**config.mk**
```make
export PLATFORM = sky130hd
export DESIGN_NAME = fifo_rd_stream
export DESIGN_NICKNAME = d
export VERILOG_FILES = /design/src/rtl/fifo_pkg.sv /design/src/rtl/fifo_rd_stream.sv
export SDC_FILE = /design/constraint.sdc
export NUM_CORES = 1
export LEC_CHECK = 0
export CAP_MARGIN = 20
export CORE_ASPECT_RATIO = 1.75
export CORE_MARGIN = 2
export CORE_UTILIZATION = 30
export CTS_CLUSTER_DIAMETER = 200
export DETAILED_ROUTE_END_ITERATION = 10
export GPL_TIMING_DRIVEN = 0
export PLACE_DENSITY = 0.63
export SYNTH_ARGS = -nofsm -noshare
export SYNTH_HDL_FRONTEND = slang
export SYNTH_SLANG_ARGS = --single-unit
```
**constraint.sdc**
```tcl
create_clock -name i_rclk -period 2.6 [get_ports i_rclk]
set_input_delay 0.39 -clock i_rclk [delete_from_list [all_inputs] [get_ports i_rclk]]
set_output_delay 0.39 -clock i_rclk [all_outputs]
set_load 0.05 [all_outputs]
```
**src/rtl/fifo_pkg.sv**
```systemverilog
// Shared definitions for the FIFO family: default widths and the read-stream
// occupancy state type.
package fifo_pkg;

    localparam int FIFO_DSIZE  = 8;
    localparam int FIFO_ASIZE  = 3;
    localparam int FIFO_CWIDTH = 16;

    // Read-stream buffer state, encoded directly as the number of held words.
    typedef enum logic [1:0] {
        ST_EMPTY = 2'd0,
        ST_ONE   = 2'd1,
        ST_TWO   = 2'd2
    } rd_state_t;

endpackage

```
**src/rtl/fifo_rd_stream.sv**
```systemverilog
// Turns a first-word-fall-through FIFO read port into a valid/ready stream
// through a 2-entry skid buffer, counting every word accepted downstream.
//
// state    | meaning
// ST_EMPTY | no word buffered, o_m_valid low
// ST_ONE   | head holds the only word
// ST_TWO   | head and tail both hold words, popping is blocked
module fifo_rd_stream
    import fifo_pkg::*;
#(
    parameter int DSIZE  = FIFO_DSIZE,
    parameter int CWIDTH = FIFO_CWIDTH
) (
    input  logic              i_rclk,
    input  logic              i_rrst_n,
    input  logic [DSIZE-1:0]  i_fifo_rdata,
    input  logic              i_fifo_empty,
    output logic              o_fifo_rd,
    output logic [DSIZE-1:0]  o_m_data,
    output logic              o_m_valid,
    input  logic              i_m_ready,
    input  logic              i_flush,
    output logic [CWIDTH-1:0] o_rd_count
);

    rd_state_t         state;
    logic [DSIZE-1:0]  head;
    logic [DSIZE-1:0]  tail;
    logic [CWIDTH-1:0] count;
    logic              pop;
    logic              accept;

    // Gating with the reset pin keeps the pop strobe low the moment reset asserts,
    // without waiting for a clock edge. i_m_ready never reaches the pop strobe.
    assign pop    = i_rrst_n && !i_fifo_empty && !i_flush && (state != ST_TWO);
    assign accept = (state != ST_EMPTY) && i_m_ready;

    assign o_fifo_rd  = pop;
    assign o_m_valid  = (state != ST_EMPTY);
    assign o_m_data   = (state != ST_EMPTY) ? head : '0;
    assign o_rd_count = count;

    always_ff @(posedge i_rclk or negedge i_rrst_n) begin
        if (!i_rrst_n) begin
            state <= ST_EMPTY;
            head  <= '0;
            tail  <= '0;
            count <= '0;
        end else begin
            if (accept) begin
                count <= count + CWIDTH'(1);
            end

            if (i_flush) begin
                state <= ST_EMPTY;
                head  <= '0;
                tail  <= '0;
            end else begin
                case (state)
                    ST_EMPTY: begin
                        if (pop) begin
                            head  <= i_fifo_rdata;
                            state <= ST_ONE;
                        end
                    end
                    ST_ONE: begin
                        if (pop && accept) begin
                            head <= i_fifo_rdata;
                        end else if (pop) begin
                            tail  <= i_fifo_rdata;
                            state <= ST_TWO;
                        end else if (accept) begin
                            state <= ST_EMPTY;
                        end
                    end
                    ST_TWO: begin
                        if (accept) begin
                            head  <= tail;
                            state <= ST_ONE;
                        end
                    end
                    default: begin
                        state <= ST_EMPTY;
                    end
                endcase
            end
        end
    end

endmodule

```
==> results.md, run 1 <==
* Endpoint arrival time on the critical path at 2040 ps
* Cell count after placement at 264
* Post-CTS Setup Repair Bufs at 0
* Largest cells by area after synthesis: dfrtp_1, mux2_4, xnor2_1
* Via count at 1249
* Category of the critical setup timing path: flop to primary output
* Final clock period utilization by the worst path at 0.935
* Worst-path clk slew at 70 ps
* Power density over the cells at 622 nW/um^2
* Most instantiated cells after synthesis: dfrtp_1, nand2_1, xnor2_1
* Count of placed standard cells in the final layout, fillers left out at 272
* Fin crit period at 2430 ps
* Netlist area before placement at 1660 um^2
* Distinct cell type count of the synthesized netlist at 33
* Total of warnings raised by yosys at 0
* Final count of pins violating max slew at 0
* Routed length per instance at 12.8 um
* Diodes inserted at 0
* Worst skew pair latency at 280 ps
* Number of hold violations in the final report at 0
* Maximum number of buffers from clock root to sink at 2
* Total met2 wirelength after detailed routing at 1770 um
* Largest voltage drop on the vdd net at 0.632 mV
* Wire length of the first global-routing pass at 6030 um
* Die Span Y at 102 um
* Sum Neg Setup Slack at 0 ps
* Fin nets at 211
* Reg2reg start: state[1]$_DFFE_PN0P_
* LEAKAGE at 1.13 nW
* Clock tree from TritonCTS: done
* Maximum number of pins on one net before global-route repair at 39
* Max-capacitance violation count at 0
* Setup repair after global routing missed its margin: false
* Placed wire-length estimate after detailed placement at 2460 um
* Routed wl met3 at 176 um
* Library cell with the largest summed area after synthesis: dfrtp_1
* CP startpoint: state[0]$_DFFE_PN0P_
* Worst slack at placement at -159 ps
* Count of H-tree levels built during CTS at 2
* Sequential share of the synthesized area at 0.514
* Mapped Nets at 166
* Number of placement rows at 35
* Post-layout util at 0.422
* Worst slew pin tran at 836 ps
* Most frequent cell after synthesis: dfrtp_1
* Num CTS Buffers at 5
* Required time at the endpoint of the critical path at 2210 ps
* Area share of the leading cell type in the synthesized netlist at 0.514
* Number of buffers inserted for hold repair after clock tree synthesis at 0
* Result of the run: finished clean
* Via density at 4.59
* I/O Buffers at 38
* Share of synthesized flip-flops with an asynchronous set or reset at 1.00
* DRC errors left at 0
* Endpoint of the worst setup timing path: o_m_valid
* Number of antenna violations at the first check in global routing at 0
* Top routing layer used: met4
* Global-route congestion overflow total at 0
* Path type of the worst min-delay path: input port to async pin
* R2r worst-path depth at 6
* Type of destination of the critical path: primary output
* Worst reg-to-reg setup slack at 820 ps
* Max-slew headroom at the worst pin at 0.440
* Worst R2R End: head[1]$_DFFE_PN0P_
* Total iterations of the first detailed-routing run at 4
* Clock root buffer: clkbuf_8
* Total number of clock tree sinks at 34
* Growth of design area from synthesis to finish at 35.0%
* Core Area at 5300 um^2
* Total detailed-routing wirelength at 3490 um
* Avg Cell Area, Syn at 10.9 um^2
* Initial detailed-routing violation count at 40
* Number of nets still failing antenna checks after routing at 0
* Ports at 39
* Maximum clock skew at final layout at 3.02 ps
* Aggregate global-route resource usage at 0.130
* Number of instances in the synthesized netlist at 152
* Fraction of final layout cells with drive strength greater than 1 at 0.131
* Number of enable-type register cells in the synthesized netlist at 0
* Smallest setup slack after layout at 168 ps
* Worst Setup Start Kind: flop
* Chip Width at 60.2 um
* Via count of the first global-routing pass at 1244
* Starting density of the core at 0.313
* Die Footprint at 6160 um^2
* Final RePlAce weighted congestion at 0.729
* Maximum operating frequency at 411 MHz
* Synth Register Bits at 34
* Number of instances resized during post-cts repair at 2
* Max FO, Critical Path at 9
* Number of endpoints failing setup at the final stage at 0
* Synth Flop Type: dfrtp_1
* Met1 Routed Length at 1480 um
registers in the layout, summed over array words and instances, names as in the netlist:
| signal | cells |
|---|---|
| tail | 8 |
| head | 8 |
| state | 2 |
| o_rd_count | 16 |
how the worst min path moves through the flow:
stage | startpoint | endpoint | slack, ps | depth (start not counted)
final | i_rrst_n | tail[1]$_DFFE_PN0P_ | 60 | 1
after floorplan | i_rrst_n | head[0]$_DFFE_PN0P_ | 90 | 0
after CTS | i_rrst_n | tail[3]$_DFFE_PN0P_ | 70 | 1
after detailed placement | o_rd_count[15]$_DFFE_PN0P_ | o_rd_count[15]$_DFFE_PN0P_ | 470 | 1
after global placement | o_rd_count[15]$_DFFE_PN0P_ | o_rd_count[15]$_DFFE_PN0P_ | 460 | 1
after global routing | i_rrst_n | tail[3]$_DFFE_PN0P_ | 90 | 1
stage by stage:
stage / power (mW) / hold slack [ps] / area, um^2
6_report: 1.39 / 63.0 / 2240
5_1_grt: 1.47 / 92.9 / 2240
4_1_cts: 1.42 / 72.9 / 2220
3_5_place_dp: 1.01 / 473 / 2120
3_3_place_gp: 1.01 / 462 / 2130
2_1_floorplan: 0.870 / 94.4 / 1660
final cells by class:
type,instances,area [um^2]
Buffer,6,37.5
Clock buffer,7,86.3
Clock inverter,1,5.00
Fill cell,518,3060
Inverter,3,11.3
Multi-Input combinational cell,109,757
Sequential cell,34,851
Tap cell,74,92.6
Timing Repair Buffer,38,397
worst max-delay path, stage by stage, from the launching register on:
cell	delay, ps
dfrtp_1	480
or2_2	160
clkbuf_1	260
clkdlybuf4s50_1	870
power by group:
group / switching (mW) / leakage, nW / total (mW) / internal, mW
combinational: 0.224 / 0.626 / 0.371 / 0.147
sequential: 0.0510 / 0.459 / 0.627 / 0.576
clock: 0.181 / 0.0482 / 0.395 / 0.213
total: 0.457 / 1.13 / 1.39 / 0.936
cells by family (layout without fill, tap and decap cells):
family	Yosys count	in the layout	synth area share
AO/OA/AOI/OAI	22	22	0.0952
XOR/XNOR	15	15	0.0793
adder cells (fa/ha/maj)	1	1	0.00755
buffers and inverters	9	55	0.0295
flip-flops	34	34	0.514
multiplexers	9	9	0.0793
AND/OR/NAND/NOR	62	62	0.196
cells in the final DEF (no fill, tap or decap), types with 2 or more instances in the layout:
master           count
nor2_1               4
clkbuf_1             5
xor2_1               4
inv_1                3
dfrtp_1             34
nand3b_1             2
nand3_1              8
nand4_1              2
and2_1               8
and3_1               2
xnor2_1             11
dlymetal6s2s_1       8
mux2_4               8
buf_6                2
or2_2                2
nand2_1             22
a22o_1               8
clkdlybuf4s50_1     28
nor3_1               4
clkbuf_8             6
a21oi_1              9
routing by layer:
metal / global-route usage / vias up
met4: 0.0513 / 0
met2: 0.211 / 34
li1: - / 611
met1: 0.161 / 598
met5: 0 / -
met3: 0.0342 / 6
Note: power is estimated with default switching activity, not from simulation.
==> inputs of run 2 (changes only) <==
--- a/config.mk
+++ b/config.mk
@@ -5,7 +5,6 @@
 export SDC_FILE = /design/constraint.sdc
 export NUM_CORES = 1
 export LEC_CHECK = 0
-export CAP_MARGIN = 20
 export CORE_ASPECT_RATIO = 1.75
 export CORE_MARGIN = 2
 export CORE_UTILIZATION = 30
==> results of run 2 <==
No change in the layout: final DEF, timing and power equal those of run 1.
